**config.mk**
```make
export PLATFORM = sky130hd
export DESIGN_NAME = fetch_sequencer_flat
export DESIGN_NICKNAME = d
export VERILOG_FILES = /design/src/rtl/fetch_sequencer_if.sv /design/src/rtl/fetch_sequencer.sv /design/src/flat_wrapper.sv
export SDC_FILE = /design/constraint.sdc
export NUM_CORES = 1
export LEC_CHECK = 0
export BUFFER_PORTS_ARGS = -buffer_cell sky130_fd_sc_hd__buf_2
export CAP_MARGIN = 20
export CORE_AREA = 4 4 69 71
export DETAILED_ROUTE_END_ITERATION = 8
export DIE_AREA = 0 0 73 75
export HOLD_SLACK_MARGIN = 0.06
export PLACE_DENSITY = 0.81
export SLEW_MARGIN = 10
export SYNTH_ARGS = -nofsm -noshare
export SYNTH_HDL_FRONTEND = slang
export SYNTH_SLANG_ARGS = --single-unit
```
**constraint.sdc**
```tcl
create_clock -name clk -period 2.9 [get_ports clk]
set_input_delay 0.58 -clock clk [delete_from_list [all_inputs] [get_ports clk]]
set_output_delay 0.58 -clock clk [all_outputs]
set_load 0.02 [all_outputs]
```
**src/rtl/fetch_sequencer_if.sv**
```systemverilog
// fetch_sequencer_if: fetch-side bus shared by the sequencer, program memory and decode
//   start          : begin fetching at the reset address (honoured in IDLE/HALT)
//   mem_add        : program-memory address, equal to the PC
//   mem_instruction: combinational memory read data for mem_add
//   instruction/pc : registered word handed to decode and the address it came from
//   valid/ready    : decode handshake, a transfer happens when both are high
//   redirect/_add  : execute-resolved jump or flush target
//   state/halted   : registered FSM state (IDLE=0 FETCH=1 WAIT_JUMP=2 HALT=3), halt flag
interface fetch_sequencer_if #(
   parameter int ADDR_W  = 8,
   parameter int INSTR_W = 29
);
   logic               start;
   logic [ADDR_W-1:0]  mem_add;
   logic [INSTR_W-1:0] mem_instruction;
   logic [INSTR_W-1:0] instruction;
   logic [ADDR_W-1:0]  pc;
   logic               valid;
   logic               ready;
   logic               redirect;
   logic [ADDR_W-1:0]  redirect_add;
   logic [1:0]         state;
   logic               halted;
   modport master (
      input  start, mem_instruction, ready, redirect, redirect_add,
      output mem_add, instruction, pc, valid, state, halted
   );
   modport slave (
      output start, mem_instruction, ready, redirect, redirect_add,
      input  mem_add, instruction, pc, valid, state, halted
   );
endinterface

```
**src/rtl/fetch_sequencer.sv**
```systemverilog
// fetch_sequencer: program-counter owner that fetches words from program memory for decode
//   clk : single clock, all state changes on its rising edge
//   rst : synchronous active-high reset, highest priority
//   bus : fetch_sequencer_if master side (memory address/data, decode handshake,
//         execute redirect, start, registered state and halt flag)
module fetch_sequencer #(
   parameter int                 ADDR_W   = 8,
   parameter int                 INSTR_W  = 29,
   parameter int                 OPC_W    = 5,
   parameter logic [OPC_W-1:0]   JUMP_OPC = 5'b01010,
   parameter logic [OPC_W-1:0]   HALT_OPC = 5'b11111,
   parameter logic [ADDR_W-1:0]  RESET_PC = '0
) (
   input logic               clk,
   input logic               rst,
   fetch_sequencer_if.master bus
);
   typedef enum logic [1:0] {IDLE = 2'd0, FETCH = 2'd1, WAIT_JUMP = 2'd2, HALT = 2'd3} state_t;
   state_t             state;
   logic [ADDR_W-1:0]  pc_r;
   logic [INSTR_W-1:0] instr_r;
   logic [ADDR_W-1:0]  pc_out_r;
   logic               valid_r;
   logic               halted_r;
   logic               fetch;
   logic               drain;
   logic [OPC_W-1:0]   opc;
   assign opc   = bus.mem_instruction[INSTR_W-1 -: OPC_W];
   // The output slot can be refilled when empty or when decode takes it this cycle.
   assign fetch = state == FETCH && (!valid_r || bus.ready) && !bus.redirect;
   assign drain = valid_r && bus.ready;
   assign bus.mem_add     = pc_r;
   assign bus.instruction = instr_r;
   assign bus.pc          = pc_out_r;
   assign bus.valid       = valid_r;
   assign bus.state       = state;
   assign bus.halted      = halted_r;
   always_ff @(posedge clk) begin
      if (rst) begin
         state    <= IDLE;
         pc_r     <= RESET_PC;
         instr_r  <= '0;
         pc_out_r <= '0;
         valid_r  <= 1'b0;
         halted_r <= 1'b0;
      end else begin
         if (fetch) begin
            instr_r  <= bus.mem_instruction;
            pc_out_r <= pc_r;
            valid_r  <= 1'b1;
            pc_r     <= pc_r + 1'b1;
         end else if (drain) begin
            valid_r <= 1'b0;
         end
         case (state)
            IDLE: begin
               if (bus.start) begin
                  pc_r  <= RESET_PC;
                  state <= FETCH;
               end
            end
            FETCH: begin
               // A redirect flushes the held word without a transfer.
               if (bus.redirect) begin
                  pc_r    <= bus.redirect_add;
                  valid_r <= 1'b0;
               end else if (fetch) begin
                  state    <= opc == JUMP_OPC ? WAIT_JUMP : opc == HALT_OPC ? HALT : FETCH;
                  halted_r <= opc == HALT_OPC;
               end
            end
            WAIT_JUMP: begin
               if (bus.redirect) begin
                  pc_r    <= bus.redirect_add;
                  valid_r <= 1'b0;
                  state   <= FETCH;
               end
            end
            HALT: begin
               if (bus.start) begin
                  pc_r     <= RESET_PC;
                  state    <= FETCH;
                  halted_r <= 1'b0;
               end
            end
            default: state <= IDLE;
         endcase
      end
   end
endmodule

```
**src/flat_wrapper.sv**
```systemverilog
// flat-port wrapper written by rule: the top's interface ports become plain ports
module fetch_sequencer_flat 
#(
   parameter int                 ADDR_W   = 8,
   parameter int                 INSTR_W  = 29,
   parameter int                 OPC_W    = 5,
   parameter logic [OPC_W-1:0]   JUMP_OPC = 5'b01010,
   parameter logic [OPC_W-1:0]   HALT_OPC = 5'b11111,
   parameter logic [ADDR_W-1:0]  RESET_PC = '0
)
  (clk, rst, bus_start, bus_mem_instruction, bus_ready, bus_redirect, bus_redirect_add, bus_mem_add, bus_instruction, bus_pc, bus_valid, bus_state, bus_halted);
  fetch_sequencer_if #(.ADDR_W(ADDR_W), .INSTR_W(INSTR_W)) bus_i ();
  input logic clk;
  input logic rst;
  input wire logic [$bits(bus_i.start)-1:0] bus_start;
  input wire logic [$bits(bus_i.mem_instruction)-1:0] bus_mem_instruction;
  input wire logic [$bits(bus_i.ready)-1:0] bus_ready;
  input wire logic [$bits(bus_i.redirect)-1:0] bus_redirect;
  input wire logic [$bits(bus_i.redirect_add)-1:0] bus_redirect_add;
  output wire logic [$bits(bus_i.mem_add)-1:0] bus_mem_add;
  output wire logic [$bits(bus_i.instruction)-1:0] bus_instruction;
  output wire logic [$bits(bus_i.pc)-1:0] bus_pc;
  output wire logic [$bits(bus_i.valid)-1:0] bus_valid;
  output wire logic [$bits(bus_i.state)-1:0] bus_state;
  output wire logic [$bits(bus_i.halted)-1:0] bus_halted;
  assign bus_i.start = bus_start;
  assign bus_i.mem_instruction = bus_mem_instruction;
  assign bus_i.ready = bus_ready;
  assign bus_i.redirect = bus_redirect;
  assign bus_i.redirect_add = bus_redirect_add;
  assign bus_mem_add = bus_i.mem_add;
  assign bus_instruction = bus_i.instruction;
  assign bus_pc = bus_i.pc;
  assign bus_valid = bus_i.valid;
  assign bus_state = bus_i.state;
  assign bus_halted = bus_i.halted;
  fetch_sequencer #(.ADDR_W(ADDR_W), .INSTR_W(INSTR_W), .OPC_W(OPC_W), .JUMP_OPC(JUMP_OPC), .HALT_OPC(HALT_OPC), .RESET_PC(RESET_PC)) u_core (.clk(clk), .rst(rst), .bus(bus_i));
endmodule
```
# ---- Yosys cells after proc, flatten, opt, wreduce, memory -nomap -nowiden
# Index checks and enable logic that the tools add are counted.
dict set report totals {
  reg_bits 49
  inputBits 42
  memories 0
  ram_bits 0
  rom_bits 0
  latchBits 0
}
dict set report classes {
  add_sub_neg 1
  n_reduce_logical 12
  mul 0
  magnitude_cmp 0
  n_mux 19
  eq_ne 10
  n_div 0
  n_bitwise 0
  n_shift 0
}
# operator n
set ops {}
lappend ops {{8-bit two-way mux} 3}
lappend ops {{8-bit case mux with 2 select lines} 1}
lappend ops {{2-bit two-way mux} 6}
lappend ops {{8-bit by 1-bit adder with 8-bit output (second input constant)} 1}
lappend ops {{4-bit AND reduction} 2}
lappend ops {{1-bit two-way mux} 7}
lappend ops {{2-bit inequality test (second input constant)} 3}
lappend ops {{2-bit case mux with 3 select lines} 1}
lappend ops {{5-bit by 4-bit == test with 1-bit output (second input constant)} 1}
lappend ops {{5-bit == test (second input constant)} 1}
lappend ops {{2-bit == test (second input constant)} 2}
lappend ops {{2-bit by 1-bit inequality test with 1-bit output (second input constant)} 2}
lappend ops {{2-bit OR reduction} 2}
lappend ops {{1-bit logical AND} 3}
lappend ops {{2-bit by 1-bit == test with 1-bit output (second input constant)} 1}
lappend ops {{1-bit zero test} 2}
lappend ops {{2-bit zero test} 1}
lappend ops {{1-bit case mux with 2 select lines} 1}
lappend ops {{2-bit nonzero test} 1}
lappend ops {{1-bit logical OR} 1}

# ---- Logic depth before layout (Yosys ltp)
dict set report logic_depth {
  ltp_word 7
  depth_mapped 8
}

# ---- Worst setup path after synthesis
# No wires, ideal clock.
dict set report synth_timing {
  kind {flip-flop to flip-flop}
  startpoint {register u_core.state[0], in the netlist u_core.bus.state[0]}
  endpoint {register u_core.pc_r[7], in the netlist u_core.bus.mem_add[7]}
  arrival_ns 1.659
  path_stages_with_launch 6
  setup_slack_ns 1.167
  period_less_slack_ns 1.733
  setup_ns 0.074
  required_time_ns 2.826
  path_buffers 0
  cell_sequence {dfxtp_1 > ha_1 > and2b_1 > nand2_1 > or4_1 > a31oi_1}
}
dict set report synth_between {
  elab_chain_len 6
}
# element line
set synth_rtl {}
lappend synth_rtl {{start, declared} fetch_sequencer.sv:19} ;# state_t state;
lappend synth_rtl {{start signal, assigned} fetch_sequencer.sv:68} ;# state <= opc == JUMP_OPC ? WAIT_JUMP : opc == HALT_OPC ? HALT : FETCH;
lappend synth_rtl {{2-bit by 1-bit == test with 1-bit output} {fetch_sequencer.sv:30, fetch_sequencer.sv:55}}
lappend synth_rtl {{1-bit logical AND (2 in series)} fetch_sequencer.sv:30} ;# assign fetch = state == FETCH && (!valid_r || bus.ready) && !bus.redirect;
lappend synth_rtl {{8-bit two-way mux} fetch_sequencer.sv:47} ;# if (fetch) begin
lappend synth_rtl {{8-bit two-way mux, on equally long branches} -}
lappend synth_rtl {{8-bit case mux with 2 select lines *} fetch_sequencer.sv:55} ;# case (state)
lappend synth_rtl {{end signal, assigned} fetch_sequencer.sv:51} ;# pc_r <= pc_r + 1'b1;
lappend synth_rtl {{end signal, assigned} fetch_sequencer.sv:65} ;# pc_r <= bus.redirect_add;
lappend synth_rtl {{end signal, assigned} fetch_sequencer.sv:74} ;# pc_r <= bus.redirect_add;
lappend synth_rtl {{end, declared} fetch_sequencer.sv:20} ;# logic [ADDR_W-1:0] pc_r;
# Every way passes the cells marked *; elsewhere a longest branch is shown, timed or not.
# A chain may end at the register's enable or synchronous reset.

# ---- Worst setup path after layout
dict set report layout_timing {
  startpoint {register u_core.state[1], in the netlist u_core.bus.state[1]}
  endpoint {register u_core.pc_r[1], in the netlist u_core.bus.mem_add[1]}
}
# The elaborated chain is that of the path after synthesis.

==> metrics.yaml <==
rsz0062_at_grt: "false"
tightest_slew_ns: 0.792
cts.clk_slew.worst_paths_ns: 0.09
async_flop_share: 0
vias: 1987
final_nets: 381
layout-drive-gt1-share: 0.299
cts_sinks: 49
cap_viol_max_count: 0
cp_num_buf_inv: 2
insertion_delay_ns: 0.30
drtAntennaViolNets: 0
cp.depth: 7
yosysWarnings: 0
dieArea_um2: 5480
fin_crit_sh: 0.706
tns_ns: 0
drc: 0
crit_end: "u_core.bus.mem_add[1]"
root_buffer: "clkbuf_8"
cts-resized-gates: 0
slew_viol_final: 0
utilization: 0.603
grt_max_degree: 45
ys.flop_type: "dfxtp_1"
grt_usage: 0.177
min_period_ns: 2.05
syn_nets: 295
start_util: 0.468
startpoint_type: "register"
dr.pass1.iters: 4
p_leak_nw: 1.15
endpoint_kind: "register"
fill_cells: 395
r2r-start: "u_core.bus.state[1]"
grt_pass1_wl_mm: 7.69
yosys.area.top_type: "dfxtp_1"
synth_area_leaders: "dfxtp_1 (49%), nand2_1 (15%), a21oi_1 (11%)"
arrival_ns: 2.29
cp-startpoint: "u_core.bus.state[1]"
dpl_worst_slack_ns: 0.817
boundaryPins: 91
cts_buffers: 5
setup-violations-final: 0
synthCells: 248
netlist_area_um2: 1980
drtIter0Drc: 102
timing.rr.end: "u_core.bus.mem_add[1]"
postPlaceCellArea_um2: 2470
r2r_cells: 7
slew_headroom: 0.472
synth_edf_count: 0
cts_tree: "yes"
worst-setup-path-type: "register to register"
antenna_found_initial: 0
place.gp.congestion: 0.776
wl_per_cell_um: 12.6
pwr_density_cell_nw_per_um2: 525
skew_ns: 0.00880
core_region_area_um2: 4230
cp_top_family: "simple AND/OR/NAND/NOR gates"
synthToLayoutAreaGrowth_pct: 28.8
min_path_type: "register to register"
die_w_um: 73
yosysUniqueCellTypes: 37
ys_ff_latch: 49
crit_fanout: 30
yosysMostFrequentCell: "nand2_1"
grt_pass1_vias: 1742
viasPerCell: 5.15
critical_path.cell_chain: "inv_1, ha_1, and2b_1, nand2_1, buf_4, o221ai_1, a21oi_1"
htree_levels: 2
dp_hpwl_mm: 3.52
cts_setup_buffers: 0
rows: 24
port_buffers: 90
peakVddDrop_mv: 0.321
status: "completed"
drt_wl_total_mm: 4.88
cts_buffer_depth: 2
reg2reg_setup_slack_ns: 0.85
design_area_um2: 2550
synth-seq-area-share: 0.495
die_height_um: 75
cts_hold_buf: 0
syn_avg_cell_area_um2: 8.00
fmax_mhz: 489
diodes: 0
synth.top_cell.area_share: 0.495
max_stage_delay_ns: 0.42
setup_slack_ns: 0.853
cpMaxStageDelayCell: "dfxtp_1"
crit_required_ns: 3.14
final_hold_viol_count: 0
synthTopCellsByCount: "nand2_1 (80), dfxtp_1 (49), a21oi_1 (45)"
grt_overflow: 0
[worst register-to-register path, stage by stage (launching register included)]
cell      delay (ns)
dfxtp_1         0.42
inv_1           0.09
ha_1            0.25
and2b_1         0.22
nand2_1         0.32
buf_4           0.38
o221ai_1        0.16
a21oi_1         0.15
[worst min path at each step]
| stage | startpoint | endpoint | depth (start not counted) | slack, ns |
|---|---|---|---|---|
| after floorplan | u_core.bus.instruction[0] | u_core.bus.instruction[0] | 2 | 0.53 |
| after global placement | u_core.bus.instruction[22] | u_core.bus.instruction[22] | 2 | 0.44 |
| after detailed placement | u_core.bus.instruction[7] | u_core.bus.instruction[7] | 2 | 0.44 |
| after CTS | u_core.bus.instruction[7] | u_core.bus.instruction[7] | 2 | 0.45 |
| after global routing | u_core.bus.instruction[7] | u_core.bus.instruction[7] | 2 | 0.47 |
| final | u_core.bus.instruction[4] | u_core.bus.instruction[4] | 2 | 0.45 |
[area by class of cell]
type / count / area [um^2] / share of cell area
flip-flops and latches: 49 / 981 / 0.384
inverters: 8 / 30.0 / 0.0118
multi-input cells: 177 / 918 / 0.360
well taps: 52 / 65.1 / 0.0255
clock buffers: 7 / 86.3 / 0.0338
repair buffers: 93 / 473 / 0.185
[state kept, by name, summed over array words and instances (netlist names)]
register and cells:
u_core.bus.halted 1, u_core.bus.valid 1, u_core.bus.state 2, u_core.bus.mem_add 8
u_core.bus.pc 8, u_core.bus.instruction 29
[per-stage QoR]
step	total power, mW	cells	hold slack [ns]
after floorplan	0.870	248	0.533
after global placement	0.951	379	0.439
after detailed placement	0.956	379	0.443
after CTS	1.35	386	0.455
after global routing	1.40	386	0.466
final	1.34	386	0.453
[cells in the final DEF (no fill, tap or decap), drive strengths merged, types with 3 or more instances in the layout]
cell type,Yosys,final
xor2,3,3
inv,8,8
clkbuf,11,7
ha,5,5
nand4,4,4
o21ai,7,7
xnor2,3,3
dfxtp,49,49
nand2,80,80
buf,3,93
a21oi,45,45
[cell families (layout without fill, tap and decap cells)]
logic type / Yosys count / in the layout / synth area share
and+or+nand+nor: 101 / 101 / 0.219
AOI/OAI and AO/OA: 64 / 64 / 0.180
DFF: 49 / 49 / 0.495
buffers and inverters: 22 / 108 / 0.0435
xor gates and xnor gates: 6 / 6 / 0.0265
adders and majority gates: 5 / 5 / 0.0315
muxes: 1 / 1 / 0.00505
[per-layer routing]
layer	track usage	wire length, um	part of all wire
met2	0.308	2290	0.47
met3	0.0641	554	0.11
met1	0.211	2000	0.41
met4	0.0369	30	0.0061
met5	0	0	0
[where the power goes]
group | leakage (nW) | internal [mW] | switching (mW) | total [mW]
logic | 0.705 | 0.0783 | 0.135 | 0.213
clock network | 0.0443 | 0.190 | 0.213 | 0.403
registers | 0.399 | 0.704 | 0.0214 | 0.725
total | 1.15 | 0.971 | 0.370 | 1.34
No activity file was read; power rests on OpenSTA's default activity.
